## config.mk

```make
export PLATFORM = sky130hd
export DESIGN_NAME = uart_tx_param
export DESIGN_NICKNAME = d
export VERILOG_FILES = /design/src/rtl/uart_tx_param.sv
export SDC_FILE = /design/constraint.sdc
export NUM_CORES = 1
export LEC_CHECK = 0
export CAP_MARGIN = 20
export CORE_UTILIZATION = 51
export DETAILED_ROUTE_END_ITERATION = 10
export GPL_ROUTABILITY_DRIVEN = 0
export PLACE_DENSITY = 0.73
export SLEW_MARGIN = 20
export SYNTH_ARGS = -nofsm -noshare
export SYNTH_HDL_FRONTEND = slang
export SYNTH_SLANG_ARGS = --single-unit
```

## constraint.sdc

```tcl
create_clock -name clk -period 1.8 [get_ports clk]
set_clock_uncertainty 0.15 [all_clocks]
set_input_delay 0.18 -clock clk [delete_from_list [all_inputs] [get_ports clk]]
set_output_delay 0.18 -clock clk [all_outputs]
set_load 0.01 [all_outputs]
```

## src/rtl/uart_tx_param.sv

```systemverilog
// Parameterised UART transmitter with a valid/ready payload input.
// Define UART_TX_CRC4_EN to append a CRC-4 (x^4+x+1) after data/parity.
module uart_tx_param #(
    parameter int CLKS_PER_BIT = 1042,
    parameter int DATA_BITS    = 8,
    parameter int PARITY_MODE  = 0,
    parameter int STOP_BITS    = 1
) (
    input  logic                 clk,
    input  logic                 rst,
    input  logic [DATA_BITS-1:0] s_data,
    input  logic                 s_valid,
    output logic                 s_ready,
    output logic                 tx,
    output logic                 tx_busy,
    output logic                 tx_done
);
    localparam int CW = $clog2(CLKS_PER_BIT);

    typedef enum logic [2:0] {
        IDLE   = 3'd0,
        START  = 3'd1,
        DATA   = 3'd2,
        PARITY = 3'd3,
`ifdef UART_TX_CRC4_EN
        CRC    = 3'd4,
`endif
        STOP   = 3'd5
    } state_t;

    state_t               state;
    logic [CW-1:0]        cnt;
    logic [3:0]           idx;
    logic [DATA_BITS-1:0] sh;
    logic                 par;
    logic                 bit_end;
    logic                 last_data;
    logic                 last_stop;
`ifdef UART_TX_CRC4_EN
    logic [3:0]           crc;
    logic [3:0]           crc_nx;
    logic                 fb;
`endif

    assign s_ready   = (state == IDLE) && !rst;
    assign bit_end   = (cnt == CW'(CLKS_PER_BIT - 1));
    assign last_data = (idx == 4'(DATA_BITS - 1));
    assign last_stop = (idx == 4'(STOP_BITS - 1));

`ifdef UART_TX_CRC4_EN
    // sh[0] is the data bit currently on the line
    assign fb     = crc[3] ^ sh[0];
    assign crc_nx = {crc[2:0], 1'b0} ^ (fb ? 4'b0011 : 4'b0000);
`endif

    always_ff @(posedge clk) begin
        if (rst) begin
            state   <= IDLE;
            cnt     <= '0;
            idx     <= '0;
            sh      <= '0;
            par     <= 1'b0;
            tx      <= 1'b1;
            tx_busy <= 1'b0;
            tx_done <= 1'b0;
`ifdef UART_TX_CRC4_EN
            crc     <= '0;
`endif
        end else begin
            tx_done <= 1'b0;
            cnt     <= bit_end ? '0 : cnt + 1'b1;
            case (state)
                IDLE: begin
                    cnt     <= '0;
                    idx     <= '0;
                    tx      <= 1'b1;
                    tx_busy <= 1'b0;
                    if (s_valid && s_ready) begin
                        sh      <= s_data;
                        par     <= (^s_data) ^ (PARITY_MODE == 2);
`ifdef UART_TX_CRC4_EN
                        crc     <= '0;
`endif
                        state   <= START;
                        tx      <= 1'b0;
                        tx_busy <= 1'b1;
                    end
                end
                START: begin
                    if (bit_end) begin
                        state <= DATA;
                        tx    <= sh[0];
                    end
                end
                DATA: begin
                    if (bit_end) begin
                        sh <= sh >> 1;
`ifdef UART_TX_CRC4_EN
                        crc <= crc_nx;
`endif
                        if (last_data) begin
                            idx <= '0;
                            if (PARITY_MODE != 0) begin
                                state <= PARITY;
                                tx    <= par;
                            end else begin
`ifdef UART_TX_CRC4_EN
                                state <= CRC;
                                tx    <= crc_nx[3];
`else
                                state <= STOP;
                                tx    <= 1'b1;
`endif
                            end
                        end else begin
                            idx <= idx + 1'b1;
                            tx  <= sh[1];
                        end
                    end
                end
                PARITY: begin
                    if (bit_end) begin
`ifdef UART_TX_CRC4_EN
                        state <= CRC;
                        tx    <= crc[3];
`else
                        state <= STOP;
                        tx    <= 1'b1;
`endif
                    end
                end
`ifdef UART_TX_CRC4_EN
                CRC: begin
                    if (bit_end) begin
                        crc <= {crc[2:0], 1'b0};
                        if (idx == 4'd3) begin
                            idx   <= '0;
                            state <= STOP;
                            tx    <= 1'b1;
                        end else begin
                            idx <= idx + 1'b1;
                            tx  <= crc[2];
                        end
                    end
                end
`endif
                STOP: begin
                    if (bit_end) begin
                        if (last_stop) begin
                            idx     <= '0;
                            state   <= IDLE;
                            tx_busy <= 1'b0;
                            tx_done <= 1'b1;
                        end else begin
                            idx <= idx + 1'b1;
                        end
                    end
                end
                default: begin
                    state   <= IDLE;
                    cnt     <= '0;
                    idx     <= '0;
                    tx      <= 1'b1;
                    tx_busy <= 1'b0;
                end
            endcase
        end
    end

endmodule

```

=== Yosys cells after proc, flatten, opt, wreduce, memory -nomap -nowiden ===
Index checks and enable logic that the tools add are counted.

* Register bits: 29
* Output and inout port bits: 4
* Logic and storage cells: 70

* Add/subtract/negate cells: 2
* Bitwise logic cells: 5
* Reduce and logical (&&, ||, !) cells: 16
* Eq/ne operators: 13
* Mux-type cells: 27

{| class="wikitable"
|+ Operators with widths
! cell !! count
|-
| $mux 3 || 7
|-
| $mux 4 || 4
|-
| $mux 8 || 2
|-
| $pmux 8 s2 || 1
|-
| $pmux 3 s5 || 1
|-
| $ne 2x2->1 const B || 6
|-
| $pmux 4 s3 || 1
|-
| $add 11x1->11 const B || 1
|-
| $eq 11x11->1 const B || 1
|-
| $mux 1 || 9
|-
| $reduce_and 3->1 || 3
|-
| $reduce_or 3->1 || 3
|-
| $reduce_and 7->1 || 1
|-
| $eq 3x2->1 const B || 2
|-
| $not 1->1 || 5
|-
| $pmux 1 s5 || 1
|-
| $add 4x1->4 const B || 1
|-
| $eq 4x3->1 const B || 1
|-
| $logic_not 4->1 || 1
|-
| $reduce_and 4->1 || 1
|-
| $reduce_or 4->1 || 1
|-
| $eq 3x1->1 const B || 1
|-
| $eq 3x3->1 const B || 1
|-
| $logic_not 3->1 || 1
|-
| other kinds (6) || 7
|}

=== Logic depth before layout (Yosys ltp) ===
Gate-level depths: netlist of run 1.

* Depth in word-level cells: 5
* Depth in mapped cells: 7
* Gate-level depth less buffers: 6

=== Worst setup path before layout of run 1 ===
Ideal clock, no wire load.

* Path type: register -> register
* Start: register cnt[5]
* End: register idx[0]
* Arrival time: 1,519 ps
* Setup time: 132 ps
* Path buffers: 0
* Setup slack: -2 ps
* Period minus slack after synthesis: 1,802 ps
* Cell stages (with the launch flop): 5
* Required time: 1,518 ps
* Cells stage by stage: dfxtp_1 > or4b_4 > o32a_1 > o21ai_0 > a21oi_1

* Word-level cells in the longest chain between the ends: 3
* Elaborated cells between the ends (all ways): 4
* Those cells by class: 3 x eq/ne; 1 x reduce/logical

{| class="wikitable"
|+ RTL lines
! item !! line !! RTL
|-
| from (decl) || 32 || <nowiki>logic [CW-1:0] cnt;</nowiki>
|-
| from (signal assigned) || 71 || <nowiki>cnt <= bit_end ? '0 : cnt + 1'b1;</nowiki>
|-
| $eq 11x11->1 * || 46 || <nowiki>assign bit_end = (cnt == CW'(CLKS_PER_BIT - 1));</nowiki>
|-
| $ne 2x2->1 (no line) || -- ||
|-
| $reduce_and 3->1 (no line) * || -- ||
|-
| to (signal assigned) || 116 || <nowiki>idx <= idx + 1'b1;</nowiki>
|-
| to (signal assigned) || 155 || <nowiki>idx <= idx + 1'b1;</nowiki>
|-
| to (decl) || 33 || <nowiki>logic [3:0] idx;</nowiki>
|}

Every way passes the cells marked *; elsewhere a longest branch is shown, timed or not.
A chain may end at the register's enable or synchronous reset.

=== Worst setup path after layout of run 1 ===
* Start: register cnt[6]
* End: register idx[1]

Same word-level chain as after synthesis.

==> results of run 1 <==
-- power by group --
group	total [mW]	leakage (nW)	internal, mW	switching [mW]
combinational	0.269	0.546	0.136	0.133
clock	0.406	0.0314	0.184	0.222
sequential	0.684	0.238	0.667	0.0168
-- cell type report --
cell class	instances	area share
Multi-Input combinational cell	135	0.4821
Tap cell	31	0.01854
Clock buffer	7	0.02632
Sequential cell	29	0.2805
Timing Repair Buffer	46	0.1872
Inverter	3	0.005383
-- metrics by stage --
| stage | setup slack, ns | hold WS (ns) |
|---|---|---|
| 3_5_place_dp | -0.1442 | 0.3339 |
| 3_3_place_gp | -0.06251 | 0.3283 |
| 5_1_grt | -0.09145 | 0.3538 |
| 6_report | -0.009090 | 0.3487 |
| 2_1_floorplan | 0.02895 | 0.1992 |
| 4_1_cts | -0.01110 | 0.3457 |
-- tightest hold or removal path, stage by stage, from the launching register on --
cell     delay [ns]
dfxtp_1        0.33
nand3_1        0.07
a21oi_1        0.06
-- routing by layer --
| metal | up-vias | global-route usage | routed length, um |
|---|---|---|---|
| li1 | 750 | - | - |
| met1 | 745 | 0.3136 | 1714 |
| met2 | 46 | 0.4585 | 2040 |
| met3 | 9 | 0.06920 | 206 |
| met4 | 0 | 0.1054 | 87 |
| met5 | - | 0 | 0 |
-- repair_timing --
action / CTS / global route
hold buffers: 0 / 0
setup endpoints to repair: 13 / 26
pin swaps: 10 / 13
gates resized for setup: 8 / 13
gates cloned: 1 / 0
endpoints found under the hold margin: 0 / 0
buffers inserted: 3 / 2
-- kinds of logic (layout without fill, tap and decap cells) --
group,Yosys count,in the layout,share of synthesized area
compound gates,43,44,0.2049
simple gates,70,70,0.2571
fa+ha+maj,4,4,0.03165
buf+inv,13,56,0.03877
mux,8,8,0.05063
flops,29,29,0.3671
xor+xnor,9,9,0.04984
-- state kept, by name, indices dropped and copies added, names as in the netlist --
register,cells
cnt,11
idx,4
tx_busy,1
state,3
tx,1
tx_done,1
sh,8
-- cell usage after synthesis (all sizes together) --
library cell	instances
a21o	1
nor2	16
and4	1
buf	3
and2	1
mux2i	8
nand2	7
nand3b	2
o32ai	2
or3	2
a21bo	1
or3b	2
xnor2	4
or4	1
nor4	3
o41a	1
a31oi	2
nor2b	3
nand2b	4
a21oi	15
inv	3
o21a	1
a211oi	1
nor4b	2
xor2	5
o211ai	1
o22ai	2
a311oi	7
o21ai	5
ha	4
a41o	2
nand3	6
or4b	1
nand4	6
clkbuf	7
dfxtp	29
o32a	1
nor3	8
nand4b	1
and3b	1
o21bai	1
and3	1
nor3b	2
-- worst max path at each step --
stage,start,end,slack (ns)
global route,cnt[5],idx[0],-0.09
detailed placement,rst,sh[2],-0.14
global placement,rst,tx,-0.06
finish,cnt[6],idx[1],-0.009
CTS,cnt[6],idx[0],-0.01
floorplan,cnt[8],idx[0],0.03
==> flow_summary.yaml, run 1 <==
global_route:
  antenna_found_initial: 0
  grt_pass1_wl_mm: 6.637
  globalRouteTotalUtil: 0.2648
  grt_overflow: 0
  grt_max_degree: 17
  grt_pass1_vias: 1486
sta:
  finalWorstSetupSlack_ns: -0.009090
  setup_tns_ns: -0.02252
  min_period_ns: 1.809
  worstMarginPinSlew_ns: 0.4883
  slew_headroom: 0.6737
  setup_viol: 3
  drv_slew: 0
  fmax_mhz: 552.8
  post-route-period-util: 1.005
  rsz0062_at_grt: "yes"
  hold_violations: 0
layout:
  areaGrowthSynthToFinish_pct: 32.28
  seqCellArea_sq_um: 586.8
  n_antenna_cell: 0
  nets: 235
  fin_util: 0.7333
  final_cell_mix: "buf_4 (31), dfxtp_1 (24), nor2_1 (16)"
  finalNonFillerCells: 251
  mostFrequentLayoutCell: "buf_4"
  multi_input_area_sq_um: 1008
  num-fill-cells: 225
  fin_area_sq_um: 2092
  layout-drive-gt1-share: 0.2909
run:
  cap_violations: 0
yosys:
  synth_top_area_frac: 0.3671
  ys_seq_elements: 29
  syn_area_per_cell_sq_um: 8.986
  synth_top_area_cell: "dfxtp_1"
  syn_inst: 176
  synth_nets: 191
  synth_cell_types: 51
  synth.top_cells.by_area: "dfxtp_1 (37%), mux2i_1 (5.1%), a21oi_1 (4.7%), a311oi_1 (3.9%), nor2_1 (3.8%)"
  synth_area_sq_um: 1582
  yosysWarnings: 0
  seq_area_frac_synth: 0.3671
hold_path:
  hold_depth: 2
  worstHoldStart: "tx_busy"
  worstHoldPathType: "reg -> reg"
  hold_end: "tx_busy"
outcome:
  status: "finished, violations left"
  violations: "DRC, setup timing"
worst_setup_path:
  crit_family: "compound AO/OA/AOI/OAI gates"
  ff2ff_path_depth: 4
  cp_num_buf_inv: 0
  worstSetupPathType: "reg -> reg"
  max_stage_delay_ns: 0.57
  crit_chain: "or4_4 -> o32a_1 -> o21ai_1 -> a21oi_1"
  startpoint_type: "flip-flop"
  worst_ep_arrival_time_ns: 1.88
  worst-path-stages: 4
  crit_required_ns: 1.87
  cp_max_fo: 4
  r2r-end: "idx[1]"
  crit_path_end_kind: "flip-flop"
  cp_slowest_cell: "or4_4"
  worstReg2RegStart: "cnt[6]"
  reg2reg_slack_ns: -0.009
die:
  core_region_area_sq_um: 2853
  die_x_um: 57.69
  io_pins: 15
  fp-row-count: 19
  initial_core_util: 0.5544
  die_h_um: 57.69
  dieArea_sq_um: 3328
clock_tree:
  cts.root.buffer_cell: "clkbuf_4"
  clk_latency_ns: 0.33
  cts-htree-levels: 2
  cts_sinks: 29
  cts_tree: "done"
  clk_pin_slew_worst_paths_ns: 0.09
  clockBufferDepth: 2
  cts_made_buffers: 5
route:
  post-route-drc-count: 1
  routed_wl_mm: 4.048
  vias_per_cell: 6.175
  ant_nets: 0
  vias: 1550
  avgRoutedWirePerCell_um: 16.13
  first_pass_iters: 7
  drtIter0Drc: 96
placed_design:
  portBuffers: 14
  place_inst: 238
  place_hpwl_mm: 2.798
  dpl_cell_area_sq_um: 1929
pwr:
  vdd_drop_max_mv: 0.5229
  finalPower_mw: 1.359
  p_per_area_nw_per_um2: 649.5
  p_leak_nw: 0.8158
Power figures use the tool's default switching activity.
==> run 2, diff against run 1 <==
- GPL_TIMING_DRIVEN: unset -> 0
==> run 2 against run 1 <==
- the run ends with setup timing left
- worst setup slack worse by 0.053 ns
- routed wire length down 13%
- maximum frequency down 2.9%
- total power down 4.0%
- first-iteration DRC count down 36%
- cell count down 7.6%
- clock power down 3%
- critical path depth unchanged
- core utilization down 6.2 points
- design area down 8.4%
- sequential share of layout area up 3.4 points
- highest routed layer unchanged
==> flow_summary.yaml, run 2 (synthesis gave the netlist of run 1 again) <==
clock_tree:
  cts_sinks: 29
  clk_pin_slew_worst_paths_ns: 0.08
  clockBufferDepth: 2
  cts_made_buffers: 5
  clk_latency_ns: 0.32
  cts_tree: "done"
  cts.root.buffer_cell: "clkbuf_4"
  cts-htree-levels: 2
worst_setup_path:
  reg2reg_slack_ns: -0.06
  cp_slowest_cell: "or4_4"
  cp_num_buf_inv: 0
  startpoint_type: "flip-flop"
  endpoint: "idx[1]"
  worst-path-stages: 4
  max_stage_delay_ns: 0.57
  crit_family: "compound AO/OA/AOI/OAI gates"
  worstReg2RegStart: "cnt[9]"
  crit_path_end_kind: "flip-flop"
  crit_required_ns: 1.85
  cp_max_fo: 4
  crit_chain: "or4_4 -> o32a_1 -> o21ai_0 -> a21oi_1"
  r2r-end: "idx[1]"
  ff2ff_path_depth: 4
  worstSetupPathType: "reg -> reg"
  worst_ep_arrival_time_ns: 1.91
  cp-startpoint: "cnt[9]"
global_route:
  grt_max_degree: 11
  grt_overflow: 0
  antenna_found_initial: 0
  grt_pass1_wl_mm: 5.871
  grt_pass1_vias: 1324
  globalRouteTotalUtil: 0.2249
layout:
  layout-drive-gt1-share: 0.2388
  largest_reg_flops: 11
  areaGrowthSynthToFinish_pct: 21.12
  final_cell_mix: "dfxtp_1 (20), a21oi_1 (15), nor2_1 (15)"
  top_regs: "cnt (11), sh (8), idx (4)"
  n_antenna_cell: 0
  mostFrequentLayoutCell: "dfxtp_1"
  nets: 216
  finalNonFillerCells: 232
  num-fill-cells: 231
  largest-register: "cnt"
  fin_util: 0.6715
die:
  dieArea_sq_um: 3328
  die_x_um: 57.69
  initial_core_util: 0.5544
  die_h_um: 57.69
  io_pins: 15
  core_region_area_sq_um: 2853
  fp-row-count: 19
outcome:
  violations: "setup timing"
  status: "finished, violations left"
route:
  avgRoutedWirePerCell_um: 15.16
  drtIter0Drc: 61
  first_pass_iters: 6
  post-route-drc-count: 0
  vias: 1446
  vias_per_cell: 6.233
  routed_wl_mm: 3.518
  ant_nets: 0
sta:
  post-route-period-util: 1.035
  setup_tns_ns: -0.1617
  fmax_mhz: 536.9
  rsz0062_at_grt: "yes"
  finalWorstSetupSlack_ns: -0.06248
  setup_viol: 4
  worstMarginPinSlew_ns: 0.4502
  slew_headroom: 0.6993
  hold_violations: 0
  drv_slew: 0
  min_period_ns: 1.862
  fin_hold_ws_ns: 0.2296
pwr:
  p_sw_mw: 0.3497
  p_int_mw: 0.9546
  pwr-share-seq: 0.521
  vdd_drop_max_mv: 0.5193
  clockPowerShare: 0.302
  p_comb_frac: 0.177
  finalPower_mw: 1.304
  p_per_area_nw_per_um2: 680.9
  p_sw_frac: 0.2681
  p_leak_nw: 0.7084
hold_path:
  worstHoldPathType: "in -> reg"
placed_design:
  portBuffers: 13
  place_hpwl_mm: 2.446
  place_inst: 220
run:
  cap_violations: 0
[run 2: cell count changes in the layout (fill, tap and decap cells not counted), moves of 3 or more]
cell / previous run / this run
buf_4: 31 / 5
clkbuf_2: 0 / 5
dfxtp_1: 24 / 20
dfxtp_4: 0 / 4
buf_2: 0 / 3
[run 2: area by class of cell]
class                           count  area, sq um  share of cell area
Timing Repair Buffer               18        162.7             0.08491
Multi-Input combinational cell    134        984.7              0.5140
Buffer                             10        61.31             0.03201
Inverter                            3        11.26            0.005879
Clock buffer                        7        55.05             0.02874
Tap cell                           31        38.79             0.02025
Sequential cell                    29        601.8              0.3142
[run 2: power groups by stage]
stage | clock (mW) | sequential, mW | combinational (mW)
2_1_floorplan | 0 | 0.698 | 0.151
3_3_place_gp | 0 | 0.698 | 0.216
3_5_place_dp | 0 | 0.699 | 0.220
4_1_cts | 0.405 | 0.680 | 0.224
5_1_grt | 0.440 | 0.682 | 0.252
6_report | 0.394 | 0.679 | 0.231
[run 2: repair_timing]
| action | CTS | global route |
|---|---|---|
| gates cloned | 0 | 0 |
| endpoints found under the setup margin | 23 | 26 |
| pin swaps | 4 | 1 |
| hold buffers | 0 | 0 |
| setup buffers | 4 | 1 |
| gates resized for setup | 21 | 12 |
[run 2: worst min path at each step]
stage                  from     end  slack [ns]  cells after the start
CTS                     rst  idx[3]        0.23                      3
global placement     cnt[0]  cnt[0]        0.31                      1
finish                  rst  idx[3]        0.23                      3
global route            rst  cnt[2]        0.24                      3
detailed placement   cnt[0]  cnt[0]        0.32                      1
floorplan           s_valid   sh[7]        0.20                      2
[run 2: metal layers]
layer | GRT usage | share of wire
met1 | 0.2983 | 0.46
met2 | 0.3555 | 0.47
met3 | 0.05134 | 0.045
met4 | 0.09184 | 0.022
met5 | 0 | 0
[run 2: worst register-to-register path: stages (launching register included)]
cell     delay, ns
dfxtp_2       0.34
or4_4         0.57
o32a_1        0.43
o21ai_0       0.18
a21oi_1       0.08
[run 2: through the flow]
step / cell area (sq um) / setup WS [ns]
finish: 1916 / -0.06248
CTS: 1881 / -0.04256
floorplan: 1585 / 0.02895
global route: 1916 / -0.1065
detailed placement: 1754 / -0.4535
global placement: 1754 / -0.4598
==> run 3, diff against run 2 <==
- CTS_CLUSTER_SIZE: unset -> 12
==> results of run 3 <==
Same layout as run 2: the final DEF is identical, and so are final timing and power.
